===== src/rtl/serial_operand_loader_pkg.sv =====
// Shared definitions for the serial operand loader: FSM state encodings and default width.
package serial_operand_loader_pkg;

    typedef enum logic [1:0] {
        ST_IDLE  = 2'd0,
        ST_SHIFT = 2'd1,
        ST_DONE  = 2'd2
    } loader_state_t;

    localparam int DEFAULT_WIDTH = 8;

endpackage


===== src/rtl/serial_operand_loader_piso.sv =====
// Parallel-load, right-shift register; bit 0 is the serial output.
module piso_shift_reg #(
    parameter int WIDTH = 8
) (
    input  logic             clk,
    input  logic             rst,
    input  logic             i_load,
    input  logic             i_shift,
    input  logic [WIDTH-1:0] i_data,
    output logic             o_lsb
);

    logic [WIDTH-1:0] r_data;

    always_ff @(posedge clk) begin
        if (rst) begin
            r_data <= '0;
        end else if (i_load) begin
            r_data <= i_data;
        end else if (i_shift) begin
            r_data <= r_data >> 1;
        end
    end

    assign o_lsb = r_data[0];

endmodule


===== src/rtl/serial_operand_loader.sv =====
// Accepts an operand pair and streams it LSB-first as bit pairs, flagging first/last bit
// and pulsing done once the final pair has been consumed.
//
//  state    | meaning
//  ---------+-------------------------------------------------
//  ST_IDLE  | waiting for an operand pair (in_ready=1)
//  ST_SHIFT | presenting bit pair r_count, advancing on bit_ready
//  ST_DONE  | one-cycle done pulse, then back to idle
module serial_operand_loader
    import serial_operand_loader_pkg::*;
#(
    parameter int WIDTH = DEFAULT_WIDTH
) (
    input  logic             clk,
    input  logic             rst,
    input  logic             in_valid,
    output logic             in_ready,
    input  logic [WIDTH-1:0] op_a,
    input  logic [WIDTH-1:0] op_b,
    output logic             bit_a,
    output logic             bit_b,
    output logic             bit_valid,
    input  logic             bit_ready,
    output logic             bit_first,
    output logic             bit_last,
    output logic             done
);

    localparam int CNT_W = $clog2(WIDTH + 1);
    localparam logic [CNT_W-1:0] LAST_CNT = CNT_W'(WIDTH - 1);

    loader_state_t    r_state;
    loader_state_t    w_state_nxt;
    logic [CNT_W-1:0] r_count;
    logic             w_accept;
    logic             w_transfer;
    logic             w_last;
    logic             w_lsb_a;
    logic             w_lsb_b;

    assign w_accept   = in_valid & (r_state == ST_IDLE);
    assign w_transfer = bit_ready & (r_state == ST_SHIFT);
    assign w_last     = (r_count == LAST_CNT);

    piso_shift_reg #(.WIDTH(WIDTH)) u_sh_a (
        .clk     (clk),
        .rst     (rst),
        .i_load  (w_accept),
        .i_shift (w_transfer),
        .i_data  (op_a),
        .o_lsb   (w_lsb_a)
    );

    piso_shift_reg #(.WIDTH(WIDTH)) u_sh_b (
        .clk     (clk),
        .rst     (rst),
        .i_load  (w_accept),
        .i_shift (w_transfer),
        .i_data  (op_b),
        .o_lsb   (w_lsb_b)
    );

    always_ff @(posedge clk) begin
        if (rst) begin
            r_state <= ST_IDLE;
            r_count <= '0;
        end else begin
            r_state <= w_state_nxt;
            // Count saturates at the last bit so it never wraps.
            if (w_accept) begin
                r_count <= '0;
            end else if (w_transfer && !w_last) begin
                r_count <= r_count + 1'b1;
            end
        end
    end

    always_comb begin
        w_state_nxt = r_state;
        in_ready    = 1'b0;
        bit_valid   = 1'b0;
        bit_a       = 1'b0;
        bit_b       = 1'b0;
        bit_first   = 1'b0;
        bit_last    = 1'b0;
        done        = 1'b0;
        case (r_state)
            ST_IDLE: begin
                in_ready = 1'b1;
                if (in_valid) begin
                    w_state_nxt = ST_SHIFT;
                end
            end
            ST_SHIFT: begin
                bit_valid = 1'b1;
                bit_a     = w_lsb_a;
                bit_b     = w_lsb_b;
                bit_first = (r_count == '0);
                bit_last  = w_last;
                if (bit_ready && w_last) begin
                    w_state_nxt = ST_DONE;
                end
            end
            ST_DONE: begin
                done        = 1'b1;
                w_state_nxt = ST_IDLE;
            end
            default: begin
                w_state_nxt = ST_IDLE;
            end
        endcase
    end

endmodule

===== config.mk =====
export PLATFORM = sky130hd
export DESIGN_NAME = serial_operand_loader
export DESIGN_NICKNAME = d
export VERILOG_FILES = /design/src/rtl/serial_operand_loader_pkg.sv /design/src/rtl/serial_operand_loader_piso.sv /design/src/rtl/serial_operand_loader.sv
export SDC_FILE = /design/constraint.sdc
export NUM_CORES = 1
export LEC_CHECK = 0
export ABC_AREA = 1
export ABC_CLOCK_PERIOD_IN_PS = 1900
export CORE_MARGIN = 2
export CORE_UTILIZATION = 50
export DETAILED_ROUTE_END_ITERATION = 10
export PLACE_DENSITY = 0.75
export SYNTH_ARGS = -nofsm -noshare
export SYNTH_HDL_FRONTEND = slang
export SYNTH_SLANG_ARGS = --single-unit

===== constraint.sdc =====
create_clock -name clk -period 1.9 [get_ports clk]
set_input_delay 0.57 -clock clk [delete_from_list [all_inputs] [get_ports clk]]
set_output_delay 0.57 -clock clk [all_outputs]
set_load 0.05 [all_outputs]

# Word-level counts from Yosys, hierarchy flattened
# Cells that the tools add are included.
# classes
mux,14
n_reduce_logical,8
n_addsub,1
n_eq_ne,5
n_bitwise,2
# op_table
cell,count
8-bit 2-to-1 mux,4
1-bit 2-to-1 mux,7
"4-bit by 1-bit adder with 4-bit output, second input constant",1
"4-bit by 3-bit == test with 1-bit output, second input constant",1
4-bit zero test,1
2-bit 2-to-1 mux,2
2-bit one-hot mux with 2 select lines,1
1-bit AND,2
"2-bit by 1-bit == test with 1-bit output, second input constant",1
"2-bit == test, second input constant",1
1-bit logical AND,2
2-bit zero test,1
"2-bit by 1-bit != test with 1-bit output, second input constant",1
"2-bit != test, second input constant",1
2-bit AND reduction,1
2-bit nonzero test,1
2-bit OR reduction,1
1-bit zero test,1
# word_totals
ff_bits,22
out_inout_bits,7

# Depth between registers and ports, before layout
# Gate-level depths: netlist of the first run.
# logic_depth
ltp_word,4
ltp_mapped,7

# Hierarchy
# Synthesis of the first run repeated with hierarchy kept, for this count alone.
# hier_totals
hier_cells,183
area_unflattened_um2,1201.2
# by_module_without_submodules
mod,instances,area_per_inst_um2,cells_each
piso_shift_reg,2,406.6,63
serial_operand_loader,1,387.9,57

# Worst setup path before layout of the first run
# Ideal clock, no wire load.
# synth_path
path_type,register -> output
start,reg r_count[0]
end,out bit_last
t_arrival_ps,1339
setup_slack_ps,-9
stages_incl_launch_ff,4
n_path_buf,0
path_cell_list,dfxtp_1 ha_1 nand3_1 nor2_1
# synth_between
elab_chain_len,2
# synth_lines
element,line_no,source
from (decl),serial_operand_loader.sv:34,logic [CNT_W-1:0] r_count;
from (signal assigned),serial_operand_loader.sv:73,r_count <= r_count + 1'b1;
4-bit by 3-bit == test with 1-bit output,serial_operand_loader.sv:43,assign w_last = (r_count == LAST_CNT);
1-bit 2-to-1 mux,serial_operand_loader.sv:87,case (r_state)
to (decl),serial_operand_loader.sv:25,"output logic bit_last,"
# No other way between the ends.

# Final worst setup path of the first run
# layout_path
start,reg r_count[1]
end,out bit_first
# layout_between
elab_chain_len,2
# layout_lines
element,line_no,source
4-bit zero test,serial_operand_loader.sv:98,bit_first = (r_count == '0);
1-bit 2-to-1 mux,serial_operand_loader.sv:87,
to (decl),serial_operand_loader.sv:24,"output logic bit_first,"
# No other way between the ends.

==> results of run 1 <==
==> kinds of logic (layout without fill, tap and decap cells) <==
kind of cell | count (synthesis) | count (layout) | synth area share, %
compound gates | 23 | 23 | 11.0
simple gates | 89 | 89 | 38.9
flops | 22 | 22 | 31.9
buf+inv | 50 | 81 | 16.4
fa+ha+maj | 2 | 2 | 1.81
==> stage by stage <==
step / cells / TNS (ns)
after floorplan: 186 / 0
after global placement: 245 / 0
after detailed placement: 245 / 0
after CTS: 248 / 0
after global routing: 248 / -0.0395
final: 248 / 0
==> sequential cells by signal (all words and copies together) (netlist names) <==
| register | cells |
|---|---|
| u_sh_a.r_data | 8 |
| r_state | 2 |
| u_sh_b.r_data | 8 |
| r_count | 4 |
==> layer usage <==
metal  GRT usage (%)  part of all wire (%)  up-vias
met2            34.2                    50       24
li1                -                     -      638
met5               0                     0        -
met4            7.48                   1.1        0
met1            26.3                    45      560
met3            3.46                   3.8        4
==> where the power goes <==
part	leakage (µW)	internal [µW]	switching, µW
Sequential	0.000182	490	27.6
Clock	0.0000138	74.1	140
Combinational	0.000639	149	183
==> worst max path at each step <==
stage	from	end	slack, ns	depth (start not counted)
5_1_grt	r_count[0]	bit_last	-0.02	4
2_1_floorplan	r_count[0]	bit_first	0.09	4
3_5_place_dp	in_valid	u_sh_a.r_data[4]	0.02	6
6_report	r_count[1]	bit_first	0.02	5
4_1_cts	r_state[1]	bit_first	0.01	4
3_3_place_gp	in_valid	u_sh_a.r_data[0]	0.05	6
==> layout make-up <==
cell class                      count  share of cell area [%]
Sequential cell                    22                    24.4
Timing Repair Buffer               35                    21.6
Tap cell                           31                    2.10
Clock buffer                        3                    1.22
Inverter                           43                    9.03
Multi-Input combinational cell    114                    41.7
==> critical path, stage by stage, from the launching register on <==
cell and delay, ns:
dfxtp_4 0.39, inv_1 0.06, ha_2 0.17, nand3_2 0.09, nor2_4 0.14, buf_12 0.14
==> placed cells by master (no fill, tap or decap) <==
cell type | synthesis | final
clkbuf_4 | 0 | 3
nor2_2 | 0 | 2
dfxtp_2 | 0 | 1
inv_2 | 1 | 2
nand2_8 | 2 | 2
nand4_1 | 1 | 1
inv_1 | 41 | 40
nand2_4 | 10 | 11
buf_12 | 1 | 7
o21ai_0 | 3 | 3
buf_4 | 0 | 9
a21oi_2 | 10 | 10
a21oi_1 | 9 | 9
nor2_4 | 1 | 3
ha_2 | 0 | 1
o21ai_1 | 1 | 1
inv_6 | 1 | 1
dfxtp_1 | 22 | 19
nor4_1 | 1 | 1
nand2_1 | 32 | 31
ha_4 | 0 | 1
clkdlybuf4s50_1 | 0 | 19
nor2_1 | 11 | 7
dfxtp_4 | 0 | 2
nand3_1 | 22 | 20
nand3_2 | 9 | 11
==> what timing repair did <==
item                       CTS  global route
gates resized for setup     11             7
setup endpoints to repair    5             5
pin swaps                    1             1
==> metrics, run 1 <==
sequential share of the synthesized area 31.9%; Final Wtd Congestion 0.756; P_leak 0.000835 µW; fraction of layout cells with a size suffix above 1 30.4%; Die ar. 3200 µm²; Setup crit start kind register; Hold Path End u_sh_a.r_data[6]; Hold Crit Start u_sh_a.r_data[6]; Worst Path Arrival 1.31 ns; Setup-failing EPs final 0; post-route ant nets 0; min Tclk post-route 1.88 ns; worst-case reg-to-reg path depth 6; clk_lat worst skew 0.31 ns; FF+latch area 449 µm²; vias per cell 4.94; Netlist Area Pre-Place 1380 µm²; flop2flop setup slack 0.59 ns; Hold Crit Class reg2reg; IR drop worst, VDD 0.413 mV; Fmax achieved 0.532 GHz; top-count cell post-synth inv_1; Netlist cell types 22; total power 1060 µW; final clock period utilization by the worst path 98.9%; post-synthesis cell count 186; cell taking the most area after synthesis dfxtp_1; kind of end point of the critical path output pin; via count of the first global-routing pass 1254; CTS clk-pin slew, worst paths 0.13 ns; CTS Buf Count 3; DPL Wire Length 2260 µm; synth cell count leaders 41 x inv_1, 32 x nand2_1, 22 x dfxtp_1, 22 x nand3_1, 11 x nor2_1; Die Width 56.6 µm; largest net degree at the start of global routing 15; Post-Place Worst Slack 0.0190 ns; hold_ws 0.472 ns; status completed; grt ovf 0; Nets 241; Max Cap Viol 0; syn_area_per_cell 7.43 µm²; flops & latches, synth 22; Initial DRC Count 35; Clock Sinks 22; pwr/cell area 577 nW/µm²; clock buffer depth 2; Synth async-reset ratio 0%; Hold Buf Count CTS 0; Core Util, Final 68.6%; share of the synthesized area in the top cell type 31.9%; WHS Path Cells 2; Worst Path Required 1.33 ns; Max-slew headroom 80.2%; P&R area growth vs syn 33.3%; syn_nets 208; post-DR wirelength/cell 11.7 µm; IO buf count 26; core area 2690 µm²; worst setup margin 0.0202 ns; clock root buffer clkbuf_4; initial antenna violation count 0; starting density of the core 51.5%; unrepaired setup endpoints after global routing yes; Chip Height 56.6 µm; Worst Setup Path Type reg2out; skew final 0.0171 ns; Cell Rows 19; first-pass GRT wire length 5270 µm; yosys warns 0; Setup Fix Bufs, Post-CTS 0; EDFF count, synth 0; Worst R2R Start r_state[1]; CP Max Fanout 5; post-route cell area 1840 µm²; H-tree lvl count 1; Detailed Route WL 2910 µm; Synth area leaders dfxtp_1 32%, inv_1 11%, nand2_1 8.7%; n_diodes 0; gr usage total 20.5%; Fillers 226; final hold violation count 0; Cell Area, Placed 1760 µm²; fin. max-slew vios 0; io pins 27; area of the multi-input gates 768 µm²; Worst Tran Pin Value 0.297 ns; DRT Pass-1 Iters 4; DRC 0; CTS tree built; Worst R2R End u_sh_a.r_data[4]; vias 1226; ys flop type dfxtp_1
Note: power is estimated with default switching activity, not from simulation.
==> run 2, diff against run 1 <==
--- a/config.mk
+++ b/config.mk
@@ -10,7 +10,9 @@
 export CORE_MARGIN = 2
 export CORE_UTILIZATION = 50
 export DETAILED_ROUTE_END_ITERATION = 10
-export PLACE_DENSITY = 0.75
+export PLACE_DENSITY = 0.83
+export SLEW_MARGIN = 20
 export SYNTH_ARGS = -nofsm -noshare
 export SYNTH_HDL_FRONTEND = slang
+export SYNTH_HIERARCHICAL = 1
 export SYNTH_SLANG_ARGS = --single-unit
==> run 2 against run 1 <==
Effect of this change:
- synthesized cell count is 1.6% lower
- total power is 5.2% lower
- critical path depth stayed put
- register-to-register slack hardly changed
- non-clock buffer count is 3 lower
- sequential power is 0.8% lower
- largest power group unchanged
- highest routed layer unchanged
==> metrics, run 2 <==
status completed (unchanged); fraction of layout cells with a size suffix above 1 21.5% (was 30.4%); Nets 238 (was 241); io pins 27 (unchanged); Setup-failing EPs final 0 (unchanged); via count of the first global-routing pass 1181 (was 1254); worst-case reg-to-reg path depth 9 (was 6); clock root buffer clkbuf_4 (unchanged); Hold Crit Class reg2reg (unchanged); DRC 0 (unchanged); Post-Synth Simple-Gate Area 41.8% (was 38.9%); worst-path cell chain inv_2 > ha_4 > nand3_4 > nor2_4 > buf_12 (was inv_1 > ha_2 > nand3_2 > nor2_4 > buf_12); Worst R2R Start r_state[0] (was r_state[1]); worst setup margin 0.0615 ns (was 0.0202 ns); EDFF count, synth 0 (unchanged); DRT Pass-1 Iters 4 (unchanged); first-pass GRT wire length 4950 µm (was 5270 µm); Hold Buf Count CTS 0 (unchanged); pwr/cell area 585 nW/µm² (was 577 nW/µm²); core area 2230 µm² (was 2690 µm²); Clock Sinks 22 (unchanged); Initial DRC Count 12 (was 35); Die ar. 2810 µm² (was 3200 µm²); Chip Height 53.0 µm (was 56.6 µm); CTS clk-pin slew, worst paths 0.12 ns (was 0.13 ns); critical-path cell with the highest stage delay dfxtp_4 (unchanged); sequential share of the synthesized area 36.7% (was 31.9%); XOR/XNOR Fraction of Synth Area 0% (unchanged); Synth area leaders dfxtp_1 37%, nand2_1 25%, inv_1 7.5% (was dfxtp_1 32%, inv_1 11%, nand2_1 8.7%); CTS tree built (unchanged); syn_area_per_cell 6.56 µm² (was 7.43 µm²); Worst R2R End u_sh_a/r_data[5] (was u_sh_a.r_data[4]); post-synthesis adder-cell area fraction 2.08% (was 1.81%); largest net degree at the start of global routing 17 (was 15); post-route ant nets 0 (unchanged); Max Cap Viol 0 (unchanged); initial antenna violation count 0 (unchanged); Hold Path End u_sh_a/r_data[1] (was u_sh_a.r_data[6]); grt ovf 0 (unchanged); clk_lat worst skew 0.30 ns (was 0.31 ns); n_diodes 0 (unchanged); Final Wtd Congestion 0.817 (was 0.756); ys flop type dfxtp_1 (unchanged); Netlist cell types 19 (was 22); Fmax achieved 0.544 GHz (was 0.532 GHz); flop2flop setup slack 0.60 ns (was 0.59 ns); CP Max Fanout 5 (unchanged); synth cell count leaders 79 x nand2_1, 24 x inv_1, 22 x dfxtp_1, 13 x a21oi_1, 11 x nand3_1 (was 41 x inv_1, 32 x nand2_1, 22 x dfxtp_1, 22 x nand3_1, 11 x nor2_1); kind of end point of the critical path output pin (unchanged); H-tree lvl count 1 (unchanged); clock buffer depth 2 (unchanged); IR drop worst, VDD 0.389 mV (was 0.413 mV); min Tclk post-route 1.84 ns (was 1.88 ns); WHS Path Cells 2 (unchanged); non-filler cells, final 242 (was 248); post-DR wirelength/cell 12.1 µm (was 11.7 µm); starting density of the core 53.8% (was 51.5%); Worst Path Arrival 1.27 ns (was 1.31 ns); vias per cell 4.96 (was 4.94); yosys warns 6 (was 0); Setup Fix Bufs, Post-CTS 0 (unchanged); main combinational cell family by area after synthesis simple AND/OR/NAND/NOR gates (unchanged); skew final 0.00440 ns (was 0.0171 ns); syn_nets 205 (was 208); share of the synthesized area in the top cell type 36.7% (was 31.9%); Max-slew headroom 71.4% (was 80.2%); Detailed Route WL 2940 µm (was 2910 µm); final clock period utilization by the worst path 96.8% (was 98.9%); Cell Rows 17 (was 19); post-synthesis cell count 183 (was 186); commonest non-fill, non-tap cell in the layout nand2_1 (was inv_1); P_leak 0.000787 µW (was 0.000835 µW); Setup crit start kind register (unchanged); Netlist Area Pre-Place 1200 µm² (was 1380 µm²); Synth async-reset ratio 0% (unchanged); final hold violation count 0 (unchanged); fin. max-slew vios 0 (unchanged); Post-Place Worst Slack 0.0541 ns (was 0.0190 ns); top-count cell post-synth nand2_1 (was inv_1); placed insts 239 (was 245); Worst Setup Path Type reg2out (unchanged); Die Width 53.0 µm (was 56.6 µm); commonest non-fill, non-tap cells in the layout 78 x nand2_1, 22 x inv_1, 19 x clkdlybuf4s50_1, 19 x dfxtp_1, 13 x a21oi_1 (was 40 x inv_1, 31 x nand2_1, 20 x nand3_1); cell taking the most area after synthesis dfxtp_1 (unchanged); Worst Tran Pin Value 0.428 ns (was 0.297 ns); Post-Route Setup TNS 0 ns (unchanged); CP peak stage delay 0.39 ns (about the same); biggest regs u_sh_a/r_data x8, u_sh_b/r_data x8, r_count x4 (was u_sh_a.r_data x8, u_sh_b.r_data x8, r_count x4); Hold Crit Start u_sh_a/r_data[1] (was u_sh_a.r_data[6]); IO buf count 26 (unchanged); gr usage total 24.1% (was 20.5%); Compound-Gate Fraction of Synth Area 7.29% (was 11.0%); flops & latches, synth 22 (unchanged); hold_ws 0.473 ns (was 0.472 ns); vias 1200 (was 1226); post-synthesis mux area share 0% (unchanged); DPL Wire Length 2170 µm (was 2260 µm); Worst Path Required 1.33 ns (about the same); P&R area growth vs syn 43.4% (was 33.3%); CTS Buf Count 3 (unchanged)
-- run 2: logic make-up (layout without fill, tap and decap cells) --
logic type / after synthesis / in the layout
AO/OA/AOI/OAI: 16 / 16
adder cells (fa/ha/maj): 2 / 2
buffers and inverters: 33 / 64
flip-flops: 22 / 22
AND/OR/NAND/NOR: 110 / 110
-- run 2: per-stage QoR --
step	power, µW	area (µm²)	utilization (%)
after CTS	1010	1660	74.5
after floorplan	670	1200	-
after detailed placement	791	1610	72.2
final	1010	1720	77.1
after global routing	1070	1720	77.1
after global placement	781	1610	72.2
-- run 2: worst max-delay path, delay by kind of cell (launching register included) --
kind / cells / cell delay, ns
buffers and inverters: 2 / 0.21
adder cells (fa/ha/maj): 1 / 0.14
AND/OR/NAND/NOR: 2 / 0.23
flip-flops: 1 / 0.39
-- run 2: final cells by class --
| class | instances | area, µm² |
|---|---|---|
| Inverter | 29 | 111 |
| Tap cell | 28 | 35.0 |
| Multi-Input combinational cell | 128 | 692 |
| Sequential cell | 22 | 449 |
| Timing Repair Buffer | 32 | 413 |
| Clock buffer | 3 | 22.5 |
| Fill cell | 169 | 510 |
-- run 2: worst max-delay path by stage --
stage                     cells past startpoint               end  startpoint  slack, ns
after floorplan                               3          bit_last  r_count[0]      0.008
after global placement                        9  u_sh_a/r_data[5]   bit_ready       0.11
after detailed placement                      8  u_sh_b/r_data[1]   bit_ready       0.05
after CTS                                     3             bit_a  r_state[0]     -0.006
after global routing                          5         bit_first  r_count[1]     -0.008
final                                         5         bit_first  r_count[1]       0.06
-- run 2: timing repair --
item                       CTS  global route
resized for setup            9            15
pin swaps                    1             3
cloned                       0             0
setup endpoints to repair    4             4
-- run 2: per-layer routing --
layer / track usage, % / routed length (µm) / vias to the layer above
met1: 25.7 / 1160 / 553
met3: 3.39 / 84 / 4
met4: 8.55 / 42 / 0
met2: 47.1 / 1650 / 24
met5: 0 / 0 / -
li1: - / - / 619
-- run 2: report_power, final --
group          total (µW)  switching (µW)  internal, µW
Sequential            513            22.3           490
Clock                 213             139          74.0
Combinational         283             147           136
Total                1010             308           700
